==> src/rtl/alu_pkg.sv <==
// Shared definitions for the sequential ALU: op-code values, FSM states and
// small op-class helpers, also used by the control unit.
package alu_pkg;

  localparam logic [4:0] OP_NOP   = 5'd0;
  localparam logic [4:0] OP_ADD   = 5'd1;
  localparam logic [4:0] OP_SUB   = 5'd2;
  localparam logic [4:0] OP_AND   = 5'd3;
  localparam logic [4:0] OP_OR    = 5'd4;
  localparam logic [4:0] OP_NOR   = 5'd5;
  localparam logic [4:0] OP_SLT   = 5'd6;
  localparam logic [4:0] OP_SLL   = 5'd7;
  localparam logic [4:0] OP_SRL   = 5'd8;
  localparam logic [4:0] OP_SRA   = 5'd9;
  localparam logic [4:0] OP_ADDU  = 5'd10;
  localparam logic [4:0] OP_SUBU  = 5'd11;
  localparam logic [4:0] OP_SLTU  = 5'd12;
  localparam logic [4:0] OP_XOR   = 5'd13;
  localparam logic [4:0] OP_MULT  = 5'd14;
  localparam logic [4:0] OP_MULTU = 5'd15;
  localparam logic [4:0] OP_DIV   = 5'd16;
  localparam logic [4:0] OP_DIVU  = 5'd17;
  localparam logic [4:0] OP_MFHI  = 5'd18;
  localparam logic [4:0] OP_MFLO  = 5'd19;

  typedef enum logic [2:0] {
    ST_IDLE,
    ST_ONE,
    ST_MUL,
    ST_DIV,
    ST_FIX
  } state_e;

  function automatic logic op_is_muldiv(input logic [4:0] op);
    return (op == OP_MULT) || (op == OP_MULTU) || (op == OP_DIV) || (op == OP_DIVU);
  endfunction

  function automatic logic op_is_div(input logic [4:0] op);
    return (op == OP_DIV) || (op == OP_DIVU);
  endfunction

  function automatic logic op_is_signed_md(input logic [4:0] op);
    return (op == OP_MULT) || (op == OP_DIV);
  endfunction

endpackage

==> src/rtl/alu_seq_if.sv <==
// Request/response bundle between the control unit (master) and the ALU (slave).
interface alu_seq_if #(
  parameter int WIDTH = 32,
  parameter int SHW   = $clog2(WIDTH)
);

  logic             start;
  logic [4:0]       ALUOp;
  logic [WIDTH-1:0] rs;
  logic [WIDTH-1:0] rt;
  logic [SHW-1:0]   shamt;
  logic [WIDTH-1:0] result;
  logic             zero;
  logic             overflow;
  logic             div_by_zero;
  logic             busy;
  logic             done;
  logic [WIDTH-1:0] hi;
  logic [WIDTH-1:0] lo;

  modport master (
    output start, ALUOp, rs, rt, shamt,
    input  result, zero, overflow, div_by_zero, busy, done, hi, lo
  );

  modport slave (
    input  start, ALUOp, rs, rt, shamt,
    output result, zero, overflow, div_by_zero, busy, done, hi, lo
  );

endinterface

==> src/rtl/alu_muldiv.sv <==
// Iterative multiply/divide engine: captures operand magnitudes, runs WIDTH
// shift-add or restoring-divide steps, then presents sign-corrected hi/lo.
module alu_muldiv #(
  parameter int WIDTH = 32
) (
  input  logic             clock,
  input  logic             reset,
  input  logic             start,
  input  logic             is_div,
  input  logic             is_signed,
  input  logic [WIDTH-1:0] a,
  input  logic [WIDTH-1:0] b,
  output logic             done,
  output logic [WIDTH-1:0] hi,
  output logic [WIDTH-1:0] lo,
  output logic             div_by_zero
);

  localparam int CW = $clog2(WIDTH);

  logic             running_q, running_d;
  logic [CW-1:0]    count_q, count_d;
  logic [WIDTH-1:0] acc_q, acc_d;
  logic [WIDTH-1:0] mq_q, mq_d;
  logic [WIDTH-1:0] mb_q, mb_d;
  logic             div_q, div_d;
  logic             neg_a_q, neg_a_d;
  logic             neg_b_q, neg_b_d;
  logic             dbz_q, dbz_d;

  logic [WIDTH:0]     mul_sum;
  logic [WIDTH:0]     shifted;
  logic [WIDTH:0]     diff;
  logic [2*WIDTH-1:0] prod;

  // acc holds the product high half / partial remainder; mq holds the
  // multiplier being consumed or the dividend being replaced by quotient bits.
  always_comb begin
    running_d = running_q;
    count_d   = count_q;
    acc_d     = acc_q;
    mq_d      = mq_q;
    mb_d      = mb_q;
    div_d     = div_q;
    neg_a_d   = neg_a_q;
    neg_b_d   = neg_b_q;
    dbz_d     = dbz_q;

    mul_sum = {1'b0, acc_q} + {1'b0, (mq_q[0] ? mb_q : '0)};
    shifted = {acc_q, mq_q[WIDTH-1]};
    diff    = shifted - {1'b0, mb_q};

    if (start) begin
      neg_a_d   = is_signed & a[WIDTH-1];
      neg_b_d   = is_signed & b[WIDTH-1];
      acc_d     = '0;
      mq_d      = neg_a_d ? -a : a;
      mb_d      = neg_b_d ? -b : b;
      div_d     = is_div;
      dbz_d     = is_div && (b == '0);
      count_d   = '0;
      running_d = 1'b1;
    end else if (running_q) begin
      if (div_q) begin
        if (!diff[WIDTH]) begin
          acc_d = diff[WIDTH-1:0];
          mq_d  = {mq_q[WIDTH-2:0], 1'b1};
        end else begin
          acc_d = shifted[WIDTH-1:0];
          mq_d  = {mq_q[WIDTH-2:0], 1'b0};
        end
      end else begin
        acc_d = mul_sum[WIDTH:1];
        mq_d  = {mul_sum[0], mq_q[WIDTH-1:1]};
      end
      count_d = count_q + CW'(1);
      if (count_q == CW'(WIDTH - 1)) begin
        running_d = 1'b0;
      end
    end
  end

  always_ff @(posedge clock) begin
    if (reset) begin
      running_q <= 1'b0;
      count_q   <= '0;
      acc_q     <= '0;
      mq_q      <= '0;
      mb_q      <= '0;
      div_q     <= 1'b0;
      neg_a_q   <= 1'b0;
      neg_b_q   <= 1'b0;
      dbz_q     <= 1'b0;
    end else begin
      running_q <= running_d;
      count_q   <= count_d;
      acc_q     <= acc_d;
      mq_q      <= mq_d;
      mb_q      <= mb_d;
      div_q     <= div_d;
      neg_a_q   <= neg_a_d;
      neg_b_q   <= neg_b_d;
      dbz_q     <= dbz_d;
    end
  end

  assign done = running_q && (count_q == CW'(WIDTH - 1));

  // Sign fix-up; the remainder follows the dividend so division truncates toward zero.
  always_comb begin
    prod = (neg_a_q ^ neg_b_q) ? -{acc_q, mq_q} : {acc_q, mq_q};
    hi   = prod[2*WIDTH-1:WIDTH];
    lo   = prod[WIDTH-1:0];
    if (div_q) begin
      if (dbz_q) begin
        hi = a;
        lo = '1;
      end else begin
        lo = (neg_a_q ^ neg_b_q) ? -mq_q : mq_q;
        hi = neg_a_q ? -acc_q : acc_q;
      end
    end
  end

  assign div_by_zero = dbz_q;

endmodule

==> src/rtl/alu_seq.sv <==
// Sequential MIPS ALU: single-cycle ops computed here, MUL/DIV delegated to
// alu_muldiv, all results and flags registered behind a start/done handshake.
module alu_seq
  import alu_pkg::*;
#(
  parameter int WIDTH = 32,
  parameter int SHW   = $clog2(WIDTH)
) (
  input  logic     clock,
  input  logic     reset,
  alu_seq_if.slave bus
);

  state_e           state_q, state_d;
  logic [4:0]       op_q, op_d;
  logic [WIDTH-1:0] rs_q, rs_d;
  logic [WIDTH-1:0] rt_q, rt_d;
  logic [SHW-1:0]   shamt_q, shamt_d;
  logic [WIDTH-1:0] result_q, result_d;
  logic [WIDTH-1:0] hi_q, hi_d;
  logic [WIDTH-1:0] lo_q, lo_d;
  logic             zero_q, zero_d;
  logic             overflow_q, overflow_d;
  logic             dbz_q, dbz_d;
  logic             busy_q, busy_d;
  logic             done_q, done_d;
  logic             go_q, go_d;

  logic [WIDTH-1:0] alu_res;
  logic             alu_ovf;
  logic [WIDTH-1:0] sum;
  logic [WIDTH-1:0] diff;
  logic             accept;
  logic             md_done;
  logic             md_dbz;
  logic [WIDTH-1:0] md_hi;
  logic [WIDTH-1:0] md_lo;

  alu_muldiv #(.WIDTH(WIDTH)) u_muldiv (
    .clock       (clock),
    .reset       (reset),
    .start       (go_q),
    .is_div      (op_is_div(op_q)),
    .is_signed   (op_is_signed_md(op_q)),
    .a           (rs_q),
    .b           (rt_q),
    .done        (md_done),
    .hi          (md_hi),
    .lo          (md_lo),
    .div_by_zero (md_dbz)
  );

  // Single-cycle datapath, evaluated on the operands captured at acceptance.
  always_comb begin
    alu_res = '0;
    alu_ovf = 1'b0;
    sum     = rs_q + rt_q;
    diff    = rs_q - rt_q;
    case (op_q)
      OP_ADD: begin
        alu_res = sum;
        alu_ovf = (rs_q[WIDTH-1] == rt_q[WIDTH-1]) && (sum[WIDTH-1] != rs_q[WIDTH-1]);
      end
      OP_SUB: begin
        alu_res = diff;
        alu_ovf = (rs_q[WIDTH-1] != rt_q[WIDTH-1]) && (diff[WIDTH-1] != rs_q[WIDTH-1]);
      end
      OP_AND:  alu_res = rs_q & rt_q;
      OP_OR:   alu_res = rs_q | rt_q;
      OP_NOR:  alu_res = ~(rs_q | rt_q);
      OP_XOR:  alu_res = rs_q ^ rt_q;
      OP_SLT:  alu_res = WIDTH'($signed(rs_q) < $signed(rt_q));
      OP_SLTU: alu_res = WIDTH'(rs_q < rt_q);
      OP_SLL:  alu_res = rt_q << shamt_q;
      OP_SRL:  alu_res = rt_q >> shamt_q;
      OP_SRA:  alu_res = $signed(rt_q) >>> shamt_q;
      OP_ADDU: alu_res = sum;
      OP_SUBU: alu_res = diff;
      OP_MFHI: alu_res = hi_q;
      OP_MFLO: alu_res = lo_q;
      default: alu_res = '0;
    endcase
  end

  // Requests are only taken in IDLE or ONE, so back-to-back single-cycle ops
  // stream every cycle while MUL/DIV/FIX ignore start without queueing.
  always_comb begin
    state_d    = state_q;
    op_d       = op_q;
    rs_d       = rs_q;
    rt_d       = rt_q;
    shamt_d    = shamt_q;
    result_d   = result_q;
    hi_d       = hi_q;
    lo_d       = lo_q;
    zero_d     = zero_q;
    overflow_d = overflow_q;
    dbz_d      = dbz_q;
    done_d     = 1'b0;
    go_d       = 1'b0;
    accept     = bus.start && ((state_q == ST_IDLE) || (state_q == ST_ONE));

    case (state_q)
      ST_IDLE: state_d = ST_IDLE;
      ST_ONE: begin
        state_d    = ST_IDLE;
        result_d   = alu_res;
        zero_d     = (alu_res == '0);
        overflow_d = alu_ovf;
        dbz_d      = 1'b0;
        done_d     = 1'b1;
      end
      ST_MUL, ST_DIV: begin
        if (md_done) state_d = ST_FIX;
      end
      ST_FIX: begin
        state_d    = ST_IDLE;
        hi_d       = md_hi;
        lo_d       = md_lo;
        result_d   = md_lo;
        zero_d     = (md_lo == '0);
        overflow_d = 1'b0;
        dbz_d      = md_dbz;
        done_d     = 1'b1;
      end
      default: state_d = ST_IDLE;
    endcase

    if (accept) begin
      op_d    = bus.ALUOp;
      rs_d    = bus.rs;
      rt_d    = bus.rt;
      shamt_d = bus.shamt;
      if (op_is_muldiv(bus.ALUOp)) begin
        state_d = op_is_div(bus.ALUOp) ? ST_DIV : ST_MUL;
        go_d    = 1'b1;
      end else begin
        state_d = ST_ONE;
      end
    end

    busy_d = ((state_q == ST_MUL) || (state_q == ST_DIV) || (state_q == ST_FIX)) &&
             ((state_d == ST_MUL) || (state_d == ST_DIV) || (state_d == ST_FIX));
  end

  always_ff @(posedge clock) begin
    if (reset) begin
      state_q    <= ST_IDLE;
      op_q       <= OP_NOP;
      rs_q       <= '0;
      rt_q       <= '0;
      shamt_q    <= '0;
      result_q   <= '0;
      hi_q       <= '0;
      lo_q       <= '0;
      zero_q     <= 1'b1;
      overflow_q <= 1'b0;
      dbz_q      <= 1'b0;
      busy_q     <= 1'b0;
      done_q     <= 1'b0;
      go_q       <= 1'b0;
    end else begin
      state_q    <= state_d;
      op_q       <= op_d;
      rs_q       <= rs_d;
      rt_q       <= rt_d;
      shamt_q    <= shamt_d;
      result_q   <= result_d;
      hi_q       <= hi_d;
      lo_q       <= lo_d;
      zero_q     <= zero_d;
      overflow_q <= overflow_d;
      dbz_q      <= dbz_d;
      busy_q     <= busy_d;
      done_q     <= done_d;
      go_q       <= go_d;
    end
  end

  assign bus.result      = result_q;
  assign bus.zero        = zero_q;
  assign bus.overflow    = overflow_q;
  assign bus.div_by_zero = dbz_q;
  assign bus.busy        = busy_q;
  assign bus.done        = done_q;
  assign bus.hi          = hi_q;
  assign bus.lo          = lo_q;

endmodule

==> src/flat_wrapper.sv <==
// flat-port wrapper written by rule: the top's interface ports become plain ports
module alu_seq_flat import alu_pkg::*;
#(
  parameter int WIDTH = 32,
  parameter int SHW   = $clog2(WIDTH)
)
  (clock, reset, bus_start, bus_ALUOp, bus_rs, bus_rt, bus_shamt, bus_result, bus_zero, bus_overflow, bus_div_by_zero, bus_busy, bus_done, bus_hi, bus_lo);
  alu_seq_if #(.WIDTH(WIDTH), .SHW(SHW)) bus_i ();
  input  logic clock;
  input  logic reset;
  input wire logic [$bits(bus_i.start)-1:0] bus_start;
  input wire logic [$bits(bus_i.ALUOp)-1:0] bus_ALUOp;
  input wire logic [$bits(bus_i.rs)-1:0] bus_rs;
  input wire logic [$bits(bus_i.rt)-1:0] bus_rt;
  input wire logic [$bits(bus_i.shamt)-1:0] bus_shamt;
  output wire logic [$bits(bus_i.result)-1:0] bus_result;
  output wire logic [$bits(bus_i.zero)-1:0] bus_zero;
  output wire logic [$bits(bus_i.overflow)-1:0] bus_overflow;
  output wire logic [$bits(bus_i.div_by_zero)-1:0] bus_div_by_zero;
  output wire logic [$bits(bus_i.busy)-1:0] bus_busy;
  output wire logic [$bits(bus_i.done)-1:0] bus_done;
  output wire logic [$bits(bus_i.hi)-1:0] bus_hi;
  output wire logic [$bits(bus_i.lo)-1:0] bus_lo;
  assign bus_i.start = bus_start;
  assign bus_i.ALUOp = bus_ALUOp;
  assign bus_i.rs = bus_rs;
  assign bus_i.rt = bus_rt;
  assign bus_i.shamt = bus_shamt;
  assign bus_result = bus_i.result;
  assign bus_zero = bus_i.zero;
  assign bus_overflow = bus_i.overflow;
  assign bus_div_by_zero = bus_i.div_by_zero;
  assign bus_busy = bus_i.busy;
  assign bus_done = bus_i.done;
  assign bus_hi = bus_i.hi;
  assign bus_lo = bus_i.lo;
  alu_seq #(.WIDTH(WIDTH), .SHW(SHW)) u_core (.clock(clock), .reset(reset), .bus(bus_i));
endmodule
==> config.mk <==
export PLATFORM = sky130hd
export DESIGN_NAME = alu_seq_flat
export DESIGN_NICKNAME = d
export VERILOG_FILES = /design/src/rtl/alu_pkg.sv /design/src/rtl/alu_seq_if.sv /design/src/rtl/alu_muldiv.sv /design/src/rtl/alu_seq.sv /design/src/flat_wrapper.sv
export SDC_FILE = /design/constraint.sdc
export NUM_CORES = 2
export LEC_CHECK = 0
export BUFFER_PORTS_ARGS = -buffer_cell sky130_fd_sc_hd__buf_2
export CORE_ASPECT_RATIO = 1.4
export CORE_MARGIN = 3
export CORE_UTILIZATION = 45
export DETAILED_ROUTE_END_ITERATION = 7
export PLACE_DENSITY = 0.62
export SLEW_MARGIN = 15
export SYNTH_ARGS = -nofsm -noshare
export SYNTH_HDL_FRONTEND = slang
export SYNTH_SLANG_ARGS = --single-unit
export TNS_END_PERCENT = 20
==> constraint.sdc <==
create_clock -name clock -period 10.9 [get_ports clock]
set_clock_uncertainty 0.1 [all_clocks]
set_input_delay 1.09 -clock clock [delete_from_list [all_inputs] [get_ports clock]]
set_output_delay 1.09 -clock clock [all_outputs]
set_load 0.01 [all_outputs]
==> results by group <==
Run status
  • Result of the run: finished clean

CTS
  • Num Clock Sinks: 285
  • Buffers from clock root to sink, at most: 3
  • # hold bufs at CTS: 0
  • Worst-path clk slew: 60 ps
  • TritonCTS buffer count: 34
  • CTS tree: done
  • CTS root buffer: sky130_fd_sc_hd__clkbuf_16
  • Max H-tree Level: 2
  • Cts repair resizes: 0
  • Post-CTS repair timing setup buffer count: 0
  • Clk_lat worst skew: 590 ps

Synthesis
  • Leading register cell type out of synthesis: sky130_fd_sc_hd__dfxtp_1
  • Synthesized area divided by synthesized cell count: approximately 7.4 sq um
  • Number of synthesized flops with an enable pin: 0
  • Fraction of the yosys area taken by sequential cells: roughly a fifth
  • Synthesized area: 29500 sq um
  • Async S/R FF share, synth: 0%
  • Synth warnings: 0
  • Cell count after synthesis: 4014
  • FF+latch count, synth: roughly 290
  • Distinct cell type count of the synthesized netlist: 106
  • Net Count, Synth: 4273

Power
  • Cell Int Power: around 0.0021 W
  • Combinational cell fraction of total power: 32.6%
  • Leakage component of the power: 11.9 nW
  • Share of total power in the clock network: a little over a third
  • Switching power: between 0.001 and 0.0015 W
  • Power density over the cells: 109 nW/um^2
  • Net Sw Frac: 38.6%
  • Seq pwr share: 32.5%
  • Largest voltage drop on the vdd net: approximately 0.00013 V

STA
  • Transition time at the pin with the least slew margin: roughly 1300 ps
  • Final slew viol count: 0
  • Worst hold slack: 356 ps
  • Accumulated negative setup slack: 0 ps
  • Relative slew slack: 13.5%
  • Final number of setup-violating endpoints: 0
  • Min cycle time layout: roughly 5500 ps
  • Final period utilization: 50.4%
  • RSZ-0062 raised after global routing: no
  • Min setup slack post-route: 5410 ps
  • F_max: 182 MHz
  • Final Hold Viols: 0

Floorplanning
  • Core ar.: 64700 sq um
  • Die Outline Area: 68700 sq um
  • Horiz. Die Dim: 222 um
  • Die height: 309 um
  • Total number of placement rows: 110
  • Ports placed on the boundary: roughly 180
  • Starting density of the core: 45.6%

Place
  • Half-perimeter wire length of the detailed placement result: 118 mm
  • Port buffer count: about 180
  • RePlAce Congestion: 1.09
  • Worst setup timing slack at the placement stage: 5540 ps

Detailed routing
  • Overall routed net length: 155 mm
  • Met2 Wirelength: ~70 mm
  • Number of remaining DRC errors: 0
  • Number of antenna-violating nets in the routed design: 0
  • Via-per-instance ratio: about 6.8
  • Vias: roughly 33000
  • Top metal layer carrying routed signals: met5
  • Met1 wire length: 55.5 mm
  • Detailed-router iteration count before antenna repair: 6
  • Met3 WL post-DR: 13.6 mm
  • Drt first-iter violations: 4119
  • Wirelength per Cell: 31.9 um

Layout
  • Storage element area: 5730 sq um
  • Leading cell type in the layout, fill and taps excluded: sky130_fd_sc_hd__nand2_1
  • Count of filler cells inserted in the layout: roughly 6600
  • Post-Route Utilization: 49.4%
  • Commonest cells after routing, fill and taps aside: sky130_fd_sc_hd__nand2_1, sky130_fd_sc_hd__nor2_1, sky130_fd_sc_hd__a21oi_1
  • Multi-input combinational cell area: ~22000 sq um
  • Ratio of cells with drive above 1 in the final layout: 12.6%
  • Number of nets in the layout: 4231
  • P&R area growth vs syn: 8.33%

Critical path
  • Type of the worst setup path: register to register
  • Maximum fanout count along the critical path: 58
  • Critical Path End Type: register
  • Number of cells on the worst reg-to-reg path: 12
  • Startpoint Class: register
  • Worst R2R Start: u_core.shamt_q[1]$_SDFFE_PP0P_
  • Data arrival time of the worst path: around 5900 ps
  • Critical path required time: 11300 ps
  • Critical Path Source: u_core.shamt_q[1]$_SDFFE_PP0P_
  • Worst-case register-to-register setup slack: 5410 ps

Global routing
  • Initial antenna violation count: 6
  • Wire length of the first global-routing pass: 220 mm
  • Grt total ovfl: 0
  • Vias in the first global route: 31000
  • Total routing usage reported by global routing: 43.3%
  • Largest net degree at the start of global routing: 94

Hold path
  • Launch point of the worst hold path: u_core.rt_q[28]$_SDFFE_PP0P_
  • Hold Crit Class: register to register
  • Hold path depth: 2

Flow run
  • Max capacitance violation total: 0
## cell families (layout without fill, tap and decap cells)
family / Yosys count / in the layout / share of synthesized area [%]
AOI/OAI and AO/OA: 1238 / 1238 / 27.9
xor gates and xnor gates: 201 / 201 / 5.99
adders and majority gates: 182 / 182 / 7.82
buffers and inverters: 516 / 499 / 7.17
DFF: 285 / 285 / 19.3
muxes: 222 / 222 / 10.3
other: 0 / 5 / 0
and+or+nand+nor: 1370 / 1370 / 21.5
## flip-flops by register name, indices dropped and copies added (netlist names), 3 cells and up
signal                   cells
u_core.u_muldiv.mq_q        32
u_core.u_muldiv.count_q      5
u_core.bus.hi               32
u_core.bus.result           32
u_core.state_q               3
u_core.rt_q                 32
u_core.u_muldiv.acc_q       32
u_core.rs_q                 32
u_core.bus.lo               32
u_core.shamt_q               5
u_core.u_muldiv.mb_q        32
u_core.op_q                  5
## cell usage after synthesis, drive strengths merged, types with 26 or more instances
library cell | count | share of area [%]
ha | 178 | 7.5
a31oi | 57 | 1.2
nor2 | 376 | 4.8
nand3 | 68 | 1.2
nor2b | 33 | 0.70
dfxtp | 285 | 19
o21ai | 207 | 3.5
or3 | 46 | 0.99
nand2 | 534 | 6.8
a21o | 36 | 0.92
mux2 | 32 | 1.2
mux4 | 61 | 4.7
xnor2 | 135 | 4.0
inv | 167 | 2.1
a221oi | 45 | 1.4
clkbuf | 248 | 3.2
a211oi | 128 | 3.3
mux2i | 129 | 4.4
nor3 | 76 | 1.3
nand2b | 39 | 0.83
o211ai | 90 | 2.3
o31ai | 41 | 1.1
xor2 | 66 | 2.0
nor4 | 33 | 0.78
buf | 99 | 1.9
a21oi | 356 | 6.0
a22oi | 26 | 0.68
nand4 | 30 | 0.64
## worst paths after layout
check,endpoint
worst max-delay path,u_core.bus.zero$_SDFFE_PP1P_
worst min register to register,u_core.rt_q[28]$_SDFFE_PP0P_
worst max register to register,u_core.bus.zero$_SDFFE_PP1P_
worst min-delay path,u_core.rt_q[28]$_SDFFE_PP0P_
## through the flow
stage	total power (W)	area (sq um)	cells
after floorplan	0.00185	29500	4014
after global placement	0.00226	30800	4776
after detailed placement	0.00225	30800	4776
after CTS	0.00346	31900	4837
after global routing	0.00361	32000	4837
final	0.00350	32000	4842
## power by group through the flow
stage / clock, W / combinational [W] / sequential [W]
detailed placement: 0 / 0.00109 / 0.00116
global route: 0.00127 / 0.00119 / 0.00114
floorplan: 0 / 0.000726 / 0.00113
global placement: 0 / 0.00110 / 0.00116
finish: 0.00122 / 0.00114 / 0.00114
CTS: 0.00123 / 0.00110 / 0.00113
## layer usage
layer,global-route usage [%],vias to the layer above
met2,70.2,1938
met1,49.6,15900
met3,9.14,553
li1,-,14600
met4,34.3,4
met5,0,-
## layout make-up
cell class | count | share of cell area (%)
clock inverter | 13 | 0.524
timing repair buffer | 269 | 4.96
inverter | 169 | 1.98
sequential | 285 | 17.9
tap | 840 | 3.29
multi-input combinational | 3213 | 68.2
clock buffer | 48 | 3.08
antenna | 5 | 0.0391
## worst max-delay path, cell delays in order (launching register included)
cell and delay, ps:
sky130_fd_sc_hd__dfxtp_4 810, sky130_fd_sc_hd__buf_4 730, sky130_fd_sc_hd__mux4_2 650, sky130_fd_sc_hd__mux2i_1 310, sky130_fd_sc_hd__a2111oi_0 160, sky130_fd_sc_hd__o31ai_1 540, sky130_fd_sc_hd__o2111a_1 310, sky130_fd_sc_hd__nand4_1 110
sky130_fd_sc_hd__or4_1 460, sky130_fd_sc_hd__or4_1 560, sky130_fd_sc_hd__nor4_2 210, sky130_fd_sc_hd__nand4_1 140, sky130_fd_sc_hd__o31ai_2 210
No activity file was read; power rests on OpenSTA's default activity.
